==> config.mk <==
export PLATFORM = sky130hd
export DESIGN_NAME = tetris_board_renderer
export DESIGN_NICKNAME = d
export VERILOG_FILES = /design/src/rtl/tetris_pkg.sv /design/src/rtl/tetris_board_ram.sv /design/src/rtl/tetris_board_renderer.sv
export SDC_FILE = /design/constraint.sdc
export NUM_CORES = 1
export LEC_CHECK = 0
export ABC_CLOCK_PERIOD_IN_PS = 8170
export BUFFER_PORTS_ARGS = -buffer_cell sky130_fd_sc_hd__buf_2
export CAP_MARGIN = 30
export CORE_ASPECT_RATIO = 1.1
export CORE_MARGIN = 2
export CORE_UTILIZATION = 63
export DETAILED_ROUTE_END_ITERATION = 12
export GPL_ROUTABILITY_DRIVEN = 0
export HOLD_SLACK_MARGIN = 0.1
export PLACE_DENSITY_LB_ADDON = 0.05
export SLEW_MARGIN = 15
export SYNTH_ARGS = -nofsm -noshare
export SYNTH_HDL_FRONTEND = slang
export SYNTH_SLANG_ARGS = --single-unit
==> constraint.sdc <==
create_clock -name clk -period 8.17 [get_ports clk]
set_input_delay 0.4085 -clock clk [delete_from_list [all_inputs] [get_ports clk]]
set_output_delay 0.4085 -clock clk [all_outputs]
set_load 0.01 [all_outputs]
==> src/rtl/tetris_pkg.sv <==
// tetris_pkg - shared cell codes, palette and playfield geometry for the board renderer.
// Revision: 1.0
`default_nettype none

package tetris_pkg;

  localparam int COLS  = 10;
  localparam int ROWS  = 20;
  localparam int CELLS = COLS * ROWS;

  localparam logic [2:0] CELL_EMPTY = 3'd0;
  localparam logic [2:0] CELL_I     = 3'd1;
  localparam logic [2:0] CELL_O     = 3'd2;
  localparam logic [2:0] CELL_T     = 3'd3;
  localparam logic [2:0] CELL_S     = 3'd4;
  localparam logic [2:0] CELL_Z     = 3'd5;
  localparam logic [2:0] CELL_J     = 3'd6;
  localparam logic [2:0] CELL_L     = 3'd7;

  localparam logic [11:0] COLOR_I     = 12'h0FF;
  localparam logic [11:0] COLOR_O     = 12'hFF0;
  localparam logic [11:0] COLOR_T     = 12'h80F;
  localparam logic [11:0] COLOR_S     = 12'h0F0;
  localparam logic [11:0] COLOR_Z     = 12'hF00;
  localparam logic [11:0] COLOR_J     = 12'h00F;
  localparam logic [11:0] COLOR_L     = 12'hF80;
  localparam logic [11:0] FRAME_COLOR = 12'hFFF;
  localparam logic [11:0] GRID_COLOR  = 12'h333;

  typedef enum logic [0:0] {
    ST_IDLE  = 1'b0,
    ST_CLEAR = 1'b1
  } clr_state_t;

  function automatic logic [11:0] cell_color(input logic [2:0] code);
    logic [11:0] c;
    case (code)
      CELL_I:  c = COLOR_I;
      CELL_O:  c = COLOR_O;
      CELL_T:  c = COLOR_T;
      CELL_S:  c = COLOR_S;
      CELL_Z:  c = COLOR_Z;
      CELL_J:  c = COLOR_J;
      CELL_L:  c = COLOR_L;
      default: c = 12'h000;
    endcase
    return c;
  endfunction

  // Halve each RGB nibble independently for the bevelled cell border.
  function automatic logic [11:0] darken(input logic [11:0] c);
    return {1'b0, c[11:9], 1'b0, c[7:5], 1'b0, c[3:1]};
  endfunction

endpackage

`default_nettype wire

==> src/rtl/tetris_board_ram.sv <==
// tetris_board_ram - single-clock playfield store, one write port, one read-first synchronous read port.
// Revision: 1.0
`default_nettype none

module tetris_board_ram #(
  parameter int DEPTH = 200,
  parameter int AW    = 8
) (
  input  logic          clk,
  input  logic          i_we,
  input  logic [AW-1:0] i_waddr,
  input  logic [2:0]    i_wdata,
  input  logic [AW-1:0] i_raddr,
  output logic [2:0]    o_rdata
);

  logic [2:0] r_mem [DEPTH];

  always_ff @(posedge clk) begin
    if (i_we) begin
      r_mem[i_waddr] <= i_wdata;
    end
    o_rdata <= r_mem[i_raddr];
  end

endmodule

`default_nettype wire

==> src/rtl/tetris_board_renderer.sv <==
// tetris_board_renderer - composites playfield, frame and background into RGB444 with 2-cycle latency.
// Optional macro GRID_LINES_EN draws a dim grid on empty cell edges.  Revision: 1.0
`default_nettype none

module tetris_board_renderer
  import tetris_pkg::*;
#(
  parameter int BOARD_X0   = 240,
  parameter int BOARD_Y0   = 80,
  parameter int CELL_SHIFT = 4,
  parameter int FRAME_W    = 2
) (
  input  logic        clk,
  input  logic        reset,
  input  logic [9:0]  x,
  input  logic [9:0]  y,
  input  logic [11:0] bg_color,
  input  logic        wr_en,
  input  logic [4:0]  wr_row,
  input  logic [3:0]  wr_col,
  input  logic [2:0]  wr_cell,
  input  logic        clear_req,
  output logic        busy,
  output logic [11:0] color_out
);

  localparam logic signed [10:0] BRD_W = 11'(COLS << CELL_SHIFT);
  localparam logic signed [10:0] BRD_H = 11'(ROWS << CELL_SHIFT);
  localparam logic signed [10:0] FW    = 11'(FRAME_W);
  localparam logic signed [10:0] X0    = 11'(BOARD_X0);
  localparam logic signed [10:0] Y0    = 11'(BOARD_Y0);

  clr_state_t  r_state;
  logic [7:0]  r_clr_idx;
  logic        r_busy;
  logic        r_in_board;
  logic        r_in_frame;
  logic        r_edge;
  logic [11:0] r_color;

  logic signed [10:0] w_dx;
  logic signed [10:0] w_dy;
  logic        w_in_board;
  logic        w_in_frame;
  logic        w_edge;
  logic [3:0]  w_col;
  logic [4:0]  w_row;
  logic [7:0]  w_raddr;
  logic        w_wr_ok;
  logic        w_we;
  logic [7:0]  w_waddr;
  logic [2:0]  w_wdata;
  logic [2:0]  w_code;
  logic [11:0] w_pal;
  logic [11:0] w_color;

  // Clear sequencer: busy mirrors the CLEAR state as a registered output.
  always_ff @(posedge clk or posedge reset) begin
    if (reset) begin
      r_state   <= ST_CLEAR;
      r_clr_idx <= 8'd0;
      r_busy    <= 1'b1;
    end else begin
      case (r_state)
        ST_CLEAR: begin
          if (r_clr_idx == 8'(CELLS - 1)) begin
            r_state <= ST_IDLE;
            r_busy  <= 1'b0;
          end else begin
            r_clr_idx <= r_clr_idx + 8'd1;
          end
        end
        default: begin
          if (clear_req) begin
            r_state   <= ST_CLEAR;
            r_clr_idx <= 8'd0;
            r_busy    <= 1'b1;
          end
        end
      endcase
    end
  end

  assign w_wr_ok = wr_en && !r_busy && (wr_row < 5'(ROWS)) && (wr_col < 4'(COLS));
  assign w_we    = (r_state == ST_CLEAR) || w_wr_ok;
  assign w_waddr = (r_state == ST_CLEAR) ? r_clr_idx
                                         : 8'(wr_row) * 8'(COLS) + 8'(wr_col);
  assign w_wdata = (r_state == ST_CLEAR) ? CELL_EMPTY : wr_cell;

  assign w_dx = $signed({1'b0, x}) - X0;
  assign w_dy = $signed({1'b0, y}) - Y0;

  assign w_in_board = (w_dx >= 11'sd0) && (w_dx < BRD_W) &&
                      (w_dy >= 11'sd0) && (w_dy < BRD_H);
  assign w_in_frame = !w_in_board &&
                      (w_dx >= -FW) && (w_dx < BRD_W + FW) &&
                      (w_dy >= -FW) && (w_dy < BRD_H + FW);
  assign w_edge = (&w_dx[CELL_SHIFT-1:0]) || (~|w_dx[CELL_SHIFT-1:0]) ||
                  (&w_dy[CELL_SHIFT-1:0]) || (~|w_dy[CELL_SHIFT-1:0]);

  assign w_col   = w_dx[CELL_SHIFT +: 4];
  assign w_row   = w_dy[CELL_SHIFT +: 5];
  // Off-board pixels read cell 0 so the address never leaves the RAM range.
  assign w_raddr = w_in_board ? 8'(w_row) * 8'(COLS) + 8'(w_col) : 8'd0;

  tetris_board_ram #(
    .DEPTH (CELLS),
    .AW    (8)
  ) u_ram (
    .clk     (clk),
    .i_we    (w_we),
    .i_waddr (w_waddr),
    .i_wdata (w_wdata),
    .i_raddr (w_raddr),
    .o_rdata (w_code)
  );

  always_ff @(posedge clk or posedge reset) begin
    if (reset) begin
      r_in_board <= 1'b0;
      r_in_frame <= 1'b0;
      r_edge     <= 1'b0;
    end else begin
      r_in_board <= w_in_board;
      r_in_frame <= w_in_frame;
      r_edge     <= w_edge;
    end
  end

  assign w_pal = cell_color(w_code);

  // bg_color already arrives one cycle behind x,y, so it lines up with the stage-1 flags here.
  always_comb begin
    w_color = bg_color;
    if (r_in_frame) begin
      w_color = FRAME_COLOR;
    end else if (r_in_board && (w_code != CELL_EMPTY)) begin
      w_color = r_edge ? darken(w_pal) : w_pal;
`ifdef GRID_LINES_EN
    end else if (r_in_board && r_edge) begin
      w_color = GRID_COLOR;
`else
`endif
    end
  end

  always_ff @(posedge clk or posedge reset) begin
    if (reset) begin
      r_color <= 12'h000;
    end else begin
      r_color <= w_color;
    end
  end

  assign busy      = r_busy;
  assign color_out = r_color;

endmodule

`default_nettype wire

==> load_flow_metrics.sql, run 1 <==
INSERT INTO impl_metrics (metric_group, metric, value, unit) VALUES
('run_status', 'status', 'completed', ''),
('worst_setup_path', 'crit_fanout', '61', ''),
('worst_setup_path', 'end_kind', 'flip-flop', ''),
('logic_synthesis', 'ys_top_cells_by_count', 'sky130_fd_sc_hd__edfxtp_1, sky130_fd_sc_hd__nor2_1, sky130_fd_sc_hd__nand2_1', ''),
('clock_network', 'clockBufferDepth', '3', ''),
('logic_synthesis', 'synth_largest_type_area_fraction', '65.7', '%'),
('clock_network', 'tritoncts', 'done', ''),
('floorplanning', 'die_outline_area', '45200', 'µm²'),
('layout', 'final_layout_size_suffix_gt1_share', '13.1', '%'),
('sta', 'worst_pin_slew', '1140', 'ps'),
('sta', 'clock-skew-final', '24.2', 'ps'),
('logic_synthesis', 'syn-instance-count', '2022', ''),
('floorplanning', 'rows', '80', ''),
('layout', 'syn2layout_area_growth', '11.2', '%'),
('sta', 'fmaxAchievable', '199', 'MHz'),
('global_route', 'groute.usage.overall', '34.0', '%'),
('floorplanning', 'die_wd', '203', 'µm'),
('pwr', 'netSwitchingFraction', '29.5', '%'),
('floorplanning', 'io-pin-count', '61', ''),
('global_route', 'initial_antenna_violation_count', '0', ''),
('clock_network', 'post_cts_resize_count', '0', ''),
('worst_setup_path', 'timing.setup.critical_path_class', 'in -> reg', ''),
('clock_network', 'cts_num_sinks', '628', ''),
('logic_synthesis', 'post_synth_main_area_contributors', 'sky130_fd_sc_hd__edfxtp_1, sky130_fd_sc_hd__mux2i_1, sky130_fd_sc_hd__nor2_1', ''),
('placed_design', 'buffer_ports.inserted', '60', ''),
('sta', 'timing_max_transition_violations_final', '0', ''),
('placed_design', 'dpl_cell_area', '28400', 'µm²'),
('clock_network', 'clock_tree.htree_level_count', '2', ''),
('clock_network', 'cts.clk_slew.worst_paths', '70', 'ps'),
('sta', 'period_share', '61.4', '%'),
('pwr', 'p_int', '5.63', 'mW'),
('layout', 'num_antenna_cells', '0', ''),
('run', 'max-cap-violations', '0', ''),
('global_route', 'grt_pass1_wl', '113000', 'µm'),
('clock_network', 'cts_root_buffer', 'sky130_fd_sc_hd__clkbuf_16', ''),
('worst_setup_path', 'worst_path_arrival', '5580', 'ps'),
('logic_synthesis', 'synth.ff_latch_count', '628', ''),
('logic_synthesis', 'yosysWarnings', '0', ''),
('detailed_routing', 'routed-via-count', '18200', ''),
('logic_synthesis', 'yosysMostFrequentCell', 'sky130_fd_sc_hd__edfxtp_1', ''),
('pwr', 'power.combinational.fraction', '18.5', '%'),
('pwr', 'net-switching-power', '2.35', 'mW'),
('pwr', 'power_frac_seq', '48.0', '%'),
('floorplanning', 'effective_utilization_at_floorplan', '63.6', '%'),
('floorplanning', 'core_area', '43100', 'µm²'),
('detailed_routing', 'drt_iter0_drc', '2477', ''),
('logic_synthesis', 'yosys_most_used_dff', 'sky130_fd_sc_hd__edfxtp_1', ''),
('sta', 'setup-violations-final', '0', ''),
('pwr', 'total_leakage_power', '10.4', 'nW'),
('detailed_routing', 'vias_per_cell', '6.73', ''),
('sta', 'rsz0062_at_grt', 'false', ''),
('detailed_routing', 'route.final.wire_length', '75900', 'µm'),
('pwr', 'design_power_total', '7.99', 'mW'),
('pwr', 'pwr-share-clk', '33.6', '%'),
('floorplanning', 'floorplan.die.height', '223', 'µm'),
('detailed_routing', 'wl_per_cell', '28.1', 'µm'),
('worst_setup_path', 'crit_path_start_kind', 'primary input', ''),
('global_route', 'grt_max_degree', '201', ''),
('sta', 'min_period', '5020', 'ps'),
('sta', 'finalHoldViolCount', '0', ''),
('logic_synthesis', 'synth-seq-area-share', '68.2', '%'),
('worst_setup_path', 'timing.critical_path.cells', 'buf_8 -> ha_1 -> xor2_1 -> inv_1 -> fa_4 -> inv_1 -> buf_4 -> nor2_1 -> buf_4 -> nand2_2 -> nor3_1 -> nor4_1 -> a221oi_1 -> a211oi_1 -> nor3_1', ''),
('worst_setup_path', 'cpPeakStageDelay', '1270', 'ps'),
('worst_setup_path', 'cp_slowest_cell', 'sky130_fd_sc_hd__fa_4', ''),
('logic_synthesis', 'synth_area', '27400', 'µm²'),
('layout', 'final_core_utilization', '70.7', '%'),
('logic_synthesis', 'synth_top_cell_by_area', 'sky130_fd_sc_hd__edfxtp_1', ''),
('global_route', 'gr-total-overflow', '0', ''),
('clock_network', 'clock_latency_on_the_worst_skew_pair', '630', 'ps'),
('global_route', 'via_count_of_the_first_global_routing_pass', '17900', ''),
('logic_synthesis', 'async_reset_ff_share', '3.98', '%');
## path summary, 6_finish.rpt
| check | startpoint | endpoint | slack, ps | depth (start not counted) |
|---|---|---|---|---|
| min in group asynchronous | reset | color_out[8] | 410 | 3 |
| setup reg to reg | r_state | u_ram.r_mem[138][0] | 4640 | 6 |
| hold reg to reg | busy | busy | 510 | 2 |
| setup / recovery | x[4] | u_ram.o_rdata[1] | 3150 | 15 |
| max in group asynchronous | reset | busy | 7220 | 4 |
| hold / removal | y[0] | r_edge | 140 | 3 |
## metal layers
| metal | part of all wire [%] | global-route usage, % | up-vias |
|---|---|---|---|
| li1 | - | - | 7846 |
| met1 | 38 | 48.3 | 8983 |
| met2 | 46 | 52.8 | 1180 |
| met3 | 12 | 6.63 | 200 |
| met4 | 4.0 | 13.2 | 0 |
| met5 | 0 | 0 | - |
## per-stage QoR
stage	cells	worst slack, ps
finish	2704	3150
global route	2704	3000
detailed placement	2577	2750
floorplan	2022	1370
global placement	2568	2780
CTS	2700	3350
## what timing repair did
action,in CTS,in global routing
setup endpoints to repair,0,0
hold endpoints to repair,23,0
hold buffers,13,0
## logic make-up (layout without fill, tap and decap cells)
| kind of cell | Yosys count | count (layout) | synth area share, % |
|---|---|---|---|
| compound gates | 381 | 381 | 9.94 |
| xor+xnor | 26 | 26 | 0.831 |
| fa+ha+maj | 26 | 26 | 1.30 |
| buf+inv | 149 | 257 | 2.39 |
| flops | 628 | 628 | 68.2 |
| mux | 186 | 186 | 7.41 |
| simple gates | 626 | 626 | 9.91 |
## registers in the layout (all words and copies together), names as in the netlist
register and count:
r_in_board 1, u_ram.r_mem 600, color_out 12, r_state 1, busy 1, r_edge 1
r_clr_idx 8, r_in_frame 1, u_ram.o_rdata 3
## worst max-delay path: cells and delay by family
kind / cells / cell delay (ps)
AO/OA/AOI/OAI: 2 / 730
XOR/XNOR: 1 / 280
adder cells (fa/ha/maj): 2 / 1620
buffers and inverters: 5 / 1290
AND/OR/NAND/NOR: 5 / 1120
## layout by cell type (no fill, tap or decap), types with 22 or more instances in the layout
master	n
sky130_fd_sc_hd__clkbuf_16	60
sky130_fd_sc_hd__o21ai_0	61
sky130_fd_sc_hd__ha_1	22
sky130_fd_sc_hd__buf_2	59
sky130_fd_sc_hd__buf_4	38
sky130_fd_sc_hd__o221ai_1	28
sky130_fd_sc_hd__nand2_1	191
sky130_fd_sc_hd__o22ai_1	33
sky130_fd_sc_hd__nor2_1	268
sky130_fd_sc_hd__nor3_1	30
sky130_fd_sc_hd__dfrtp_1	23
sky130_fd_sc_hd__a221oi_1	23
sky130_fd_sc_hd__mux2_2	35
sky130_fd_sc_hd__nand3_1	48
sky130_fd_sc_hd__a21oi_1	73
sky130_fd_sc_hd__edfxtp_1	600
sky130_fd_sc_hd__mux2i_1	141
## power groups by stage
stage | registers (mW) | clock network, mW | logic [mW]
after global placement | 3.89 | 0 | 1.36
final | 3.83 | 2.68 | 1.47
after CTS | 3.83 | 2.70 | 1.43
after global routing | 3.84 | 2.81 | 1.55
after detailed placement | 3.89 | 0 | 1.42
after floorplan | 3.88 | 0 | 0.815
## area by class of cell
cell class | count | area [µm²]
Timing Repair Buffer | 125 | 978
Fill cell | 2895 | 12600
Sequential cell | 628 | 18700
Tap cell | 574 | 718
Multi-Input combinational cell | 1245 | 8130
Clock inverter | 38 | 334
Inverter | 22 | 82.6
Clock buffer | 72 | 1550
Power figures use the tool's default switching activity.
==> run 2, diff against run 1 <==
Settings changed: ABC_AREA set to 1, ABC_CLOCK_PERIOD_IN_PS 8170 to 5000.
Clock period 8.17 ns to 5 ns, I/O delays scaled along.
==> load_flow_metrics.sql, run 2 <==
INSERT INTO impl_metrics (metric_group, metric, value, unit) VALUES
('logic_synthesis', 'yosysMostFrequentCell', 'sky130_fd_sc_hd__edfxtp_1', ''),
('worst_setup_path', 'reg2regPathDepth', '6', ''),
('layout', 'syn2layout_area_growth', '10.2', '%'),
('detailed_routing', 'route.final.wire_length', '75900', 'µm'),
('clock_network', 'clock_tree.htree_level_count', '2', ''),
('logic_synthesis', 'ys_top_cells_by_count', 'sky130_fd_sc_hd__edfxtp_1, sky130_fd_sc_hd__nand2_1, sky130_fd_sc_hd__nand3_1', ''),
('floorplanning', 'core_area', '46600', 'µm²'),
('sta', 'setup-violations-final', '0', ''),
('placed_design', 'hpwl', '42800', 'µm'),
('placed_design', 'numPlacedInstances', '3545', ''),
('logic_synthesis', 'synth-seq-area-share', '63.0', '%'),
('layout', 'registers.top_by_ff_count', 'u_ram.r_mem', ''),
('sta', 'finalSetupTns', '0', 'ps'),
('sta', 'timing_max_transition_violations_final', '0', ''),
('logic_synthesis', 'synth_area', '29700', 'µm²'),
('pwr', 'peakVddDrop', '308', 'µV'),
('hold_path', 'hold_end', 'u_ram.r_mem[158][0]', ''),
('placed_design', 'buffer_ports.inserted', '60', ''),
('worst_setup_path', 'end_kind', 'flip-flop', ''),
('global_route', 'via_count_of_the_first_global_routing_pass', '21200', ''),
('clock_network', 'cts_root_buffer', 'sky130_fd_sc_hd__clkbuf_16', ''),
('detailed_routing', 'wl_per_cell', '20.6', 'µm'),
('sta', 'period_share', '72.3', '%'),
('logic_synthesis', 'yosys_most_used_dff', 'sky130_fd_sc_hd__edfxtp_1', ''),
('logic_synthesis', 'muxShareOfSynthArea', '0.101', '%'),
('detailed_routing', 'drt_iter0_drc', '2156', ''),
('hold_path', 'timing.hold.worst_path_depth', '3', ''),
('detailed_routing', 'routed-via-count', '21700', ''),
('worst_setup_path', 'worst_path_arrival', '3900', 'ps'),
('pwr', 'power_density', '371', 'nW/µm²'),
('global_route', 'groute.usage.overall', '31.5', '%'),
('logic_synthesis', 'yosysWarnings', '0', ''),
('global_route', 'grt_max_degree', '201', ''),
('logic_synthesis', 'largest_family_of_logic_cells_by_synthesized_area', 'simple AND/OR/NAND/NOR gates', ''),
('logic_synthesis', 'synthXorXnorAreaFrac', '0.295', '%'),
('pwr', 'total_leakage_power', '13.7', 'nW'),
('global_route', 'grt_pass1_wl', '116000', 'µm'),
('clock_network', 'tritoncts', 'done', ''),
('sta', 'finalHoldViolCount', '0', ''),
('detailed_routing', 'post-route-drc-count', '0', ''),
('logic_synthesis', 'postSynthAreaPerCell', '9.81', 'µm²'),
('sta', 'postLayoutSetupSlackWorst', '1390', 'ps'),
('detailed_routing', 'detailedRoute.firstPassIterationCount', '6', ''),
('layout', 'layout.cells.most_common', 'sky130_fd_sc_hd__edfxtp_1', ''),
('logic_synthesis', 'synth-edff-count', '600', ''),
('global_route', 'gr-total-overflow', '0', ''),
('worst_setup_path', 'r2r_setup_slack', '1420', 'ps'),
('run_status', 'status', 'completed', ''),
('run', 'max-cap-violations', '0', ''),
('layout', 'finish.net_count', '3106', ''),
('logic_synthesis', 'synth_compound_gate_area_share', '1.99', '%'),
('sta', 'rsz0062_at_grt', 'false', ''),
('pwr', 'design_power_total', '12.1', 'mW'),
('clock_network', 'cts_num_sinks', '628', ''),
('layout', 'layout.cells.most_common_list', 'sky130_fd_sc_hd__edfxtp_1, sky130_fd_sc_hd__nand2_1, sky130_fd_sc_hd__nand3_1', ''),
('worst_setup_path', 'timing.setup.critical_path_class', 'in -> reg', ''),
('hold_path', 'type_of_the_worst_min_delay_path', 'in -> reg', ''),
('clock_network', 'post_cts_resize_count', '0', ''),
('clock_network', 'cts.clk_slew.worst_paths', '60', 'ps'),
('floorplanning', 'die_outline_area', '48900', 'µm²'),
('layout', 'number_of_flip_flops_under_the_largest_register_name', '600', ''),
('global_route', 'initial_antenna_violation_count', '0', ''),
('floorplanning', 'die_wd', '211', 'µm'),
('worst_setup_path', 'crit-reg2reg-launch', 'r_state', ''),
('sta', 'clock-skew-final', '22.5', 'ps'),
('floorplanning', 'floorplan.die.height', '232', 'µm'),
('sta', 'maxSlewHeadroom', '18.6', '%'),
('clock_network', 'clockBufferDepth', '3', ''),
('layout', 'final_layout_size_suffix_gt1_share', '8.11', '%'),
('detailed_routing', 'vias_per_cell', '5.90', ''),
('worst_setup_path', 'crit_fanout', '16', ''),
('placed_design', 'preCtsSetupSlack', '851', 'ps'),
('logic_synthesis', 'synth_nets', '3099', ''),
('layout', 'finish.cell_count_without_fillers', '3676', ''),
('sta', 'worst_pin_slew', '1220', 'ps'),
('floorplanning', 'effective_utilization_at_floorplan', '63.6', '%'),
('logic_synthesis', 'synth.ff_latch_count', '628', ''),
('sta', 'holdWs', '156', 'ps'),
('floorplanning', 'io-pin-count', '61', ''),
('detailed_routing', 'number_of_nets_still_failing_antenna_checks_after_routing', '0', ''),
('worst_setup_path', 'critPathRequiredTime', '5290', 'ps'),
('worst_setup_path', 'crit_path_start_kind', 'primary input', ''),
('logic_synthesis', 'area_share_of_and_or_nand_nor_cells_after_synthesis', '23.9', '%'),
('clock_network', 'clock_latency_on_the_worst_skew_pair', '640', 'ps'),
('sta', 'fmaxAchievable', '277', 'MHz'),
('floorplanning', 'rows', '83', ''),
('clock_network', 'cts_buffers', '60', ''),
('worst_setup_path', 'regToRegEndpoint', 'u_ram.r_mem[137][2]', ''),
('logic_synthesis', 'synth_largest_type_area_fraction', '60.7', '%'),
('sta', 'min_period', '3610', 'ps'),
('layout', 'num_antenna_cells', '0', ''),
('logic_synthesis', 'netlist_cell_types', '47', ''),
('logic_synthesis', 'syn-instance-count', '3025', ''),
('logic_synthesis', 'synth_top_cell_by_area', 'sky130_fd_sc_hd__edfxtp_1', ''),
('logic_synthesis', 'post_synth_main_area_contributors', 'sky130_fd_sc_hd__edfxtp_1, sky130_fd_sc_hd__nand3_1, sky130_fd_sc_hd__nand2_1', ''),
('logic_synthesis', 'synthAdderAreaFrac', '1.20', '%'),
('logic_synthesis', 'async_reset_ff_share', '3.98', '%'),
('hold_path', 'hold_start', 'wr_cell[0]', '');
==> run 2: power breakdown <==
part           switching [mW]  internal (mW)  total [mW]
sequential             0.0664           5.91        5.98
clock                    1.91           2.62        4.53
combinational            1.23          0.385        1.61
total                    3.21           8.92        12.1
==> run 2: area by class of cell <==
| type | instances | area [µm²] |
|---|---|---|
| multi-input cells | 1698 | 8200 |
| flip-flops and latches | 628 | 18700 |
| clock inverters | 32 | 328 |
| fillers | 3452 | 13900 |
| clock buffers | 79 | 1650 |
| well taps | 595 | 744 |
| repair buffers | 133 | 1150 |
| inverters | 511 | 1930 |
==> run 2: routing by layer <==
metal  up-vias  GRT usage (%)  part of all wire, %
met5         -              0                    0
met4         0           13.5                  4.4
met3       190           4.85                  8.3
met2       960           54.7                   49
met1     10400           39.3                   38
li1      10200              -                    -
==> run 2: worst max path at each step <==
| stage | start | to | slack, ps | cells past startpoint |
|---|---|---|---|---|
| 6_report | wr_row[1] | u_ram.r_mem[110][2] | 1390 | 14 |
| 5_1_grt | r_state | u_ram.r_mem[141][2] | 1160 | 6 |
| 4_1_cts | r_state | u_ram.r_mem[15][1] | 1440 | 6 |
| 3_5_place_dp | wr_row[1] | u_ram.r_mem[110][1] | 850 | 14 |
| 3_3_place_gp | wr_row[1] | u_ram.r_mem[101][1] | 940 | 14 |
| 2_1_floorplan | r_state | u_ram.r_mem[0][0] | -1340 | 2 |
==> run 2: worst max-delay path: stages <==
cell                      delay [ps]
sky130_fd_sc_hd__buf_2           130
sky130_fd_sc_hd__ha_1            320
sky130_fd_sc_hd__ha_1            250
sky130_fd_sc_hd__fa_1            480
sky130_fd_sc_hd__inv_1            60
sky130_fd_sc_hd__or2_2           310
sky130_fd_sc_hd__nor2_1          120
sky130_fd_sc_hd__xor2_1          160
sky130_fd_sc_hd__nand2_1          60
sky130_fd_sc_hd__o21ai_0         260
sky130_fd_sc_hd__inv_1           210
sky130_fd_sc_hd__nor2_1          270
sky130_fd_sc_hd__nand2_1         550
sky130_fd_sc_hd__nor2_1          460
==> run 2: cells by family after synthesis <==
| group | after synthesis |
|---|---|
| muxes | 3 |
| adders and majority gates | 26 |
| DFF | 628 |
| xor gates and xnor gates | 10 |
| and+or+nand+nor | 1557 |
| buffers and inverters | 699 |
| AOI/OAI and AO/OA | 102 |
==> run 2: timing repair <==
item / in CTS / in global routing
hold buffers: 20 / 0
buffers inserted: 0 / 0
hold endpoints to repair: 45 / 0
==> run 2: stage by stage <==
stage / util (%) / cell area (µm²)
final: 70.1 / 32700
after global routing: 70.1 / 32700
after CTS: 70.1 / 32700
after detailed placement: 65.5 / 30500
after global placement: 65.2 / 30400
after floorplan: - / 29700
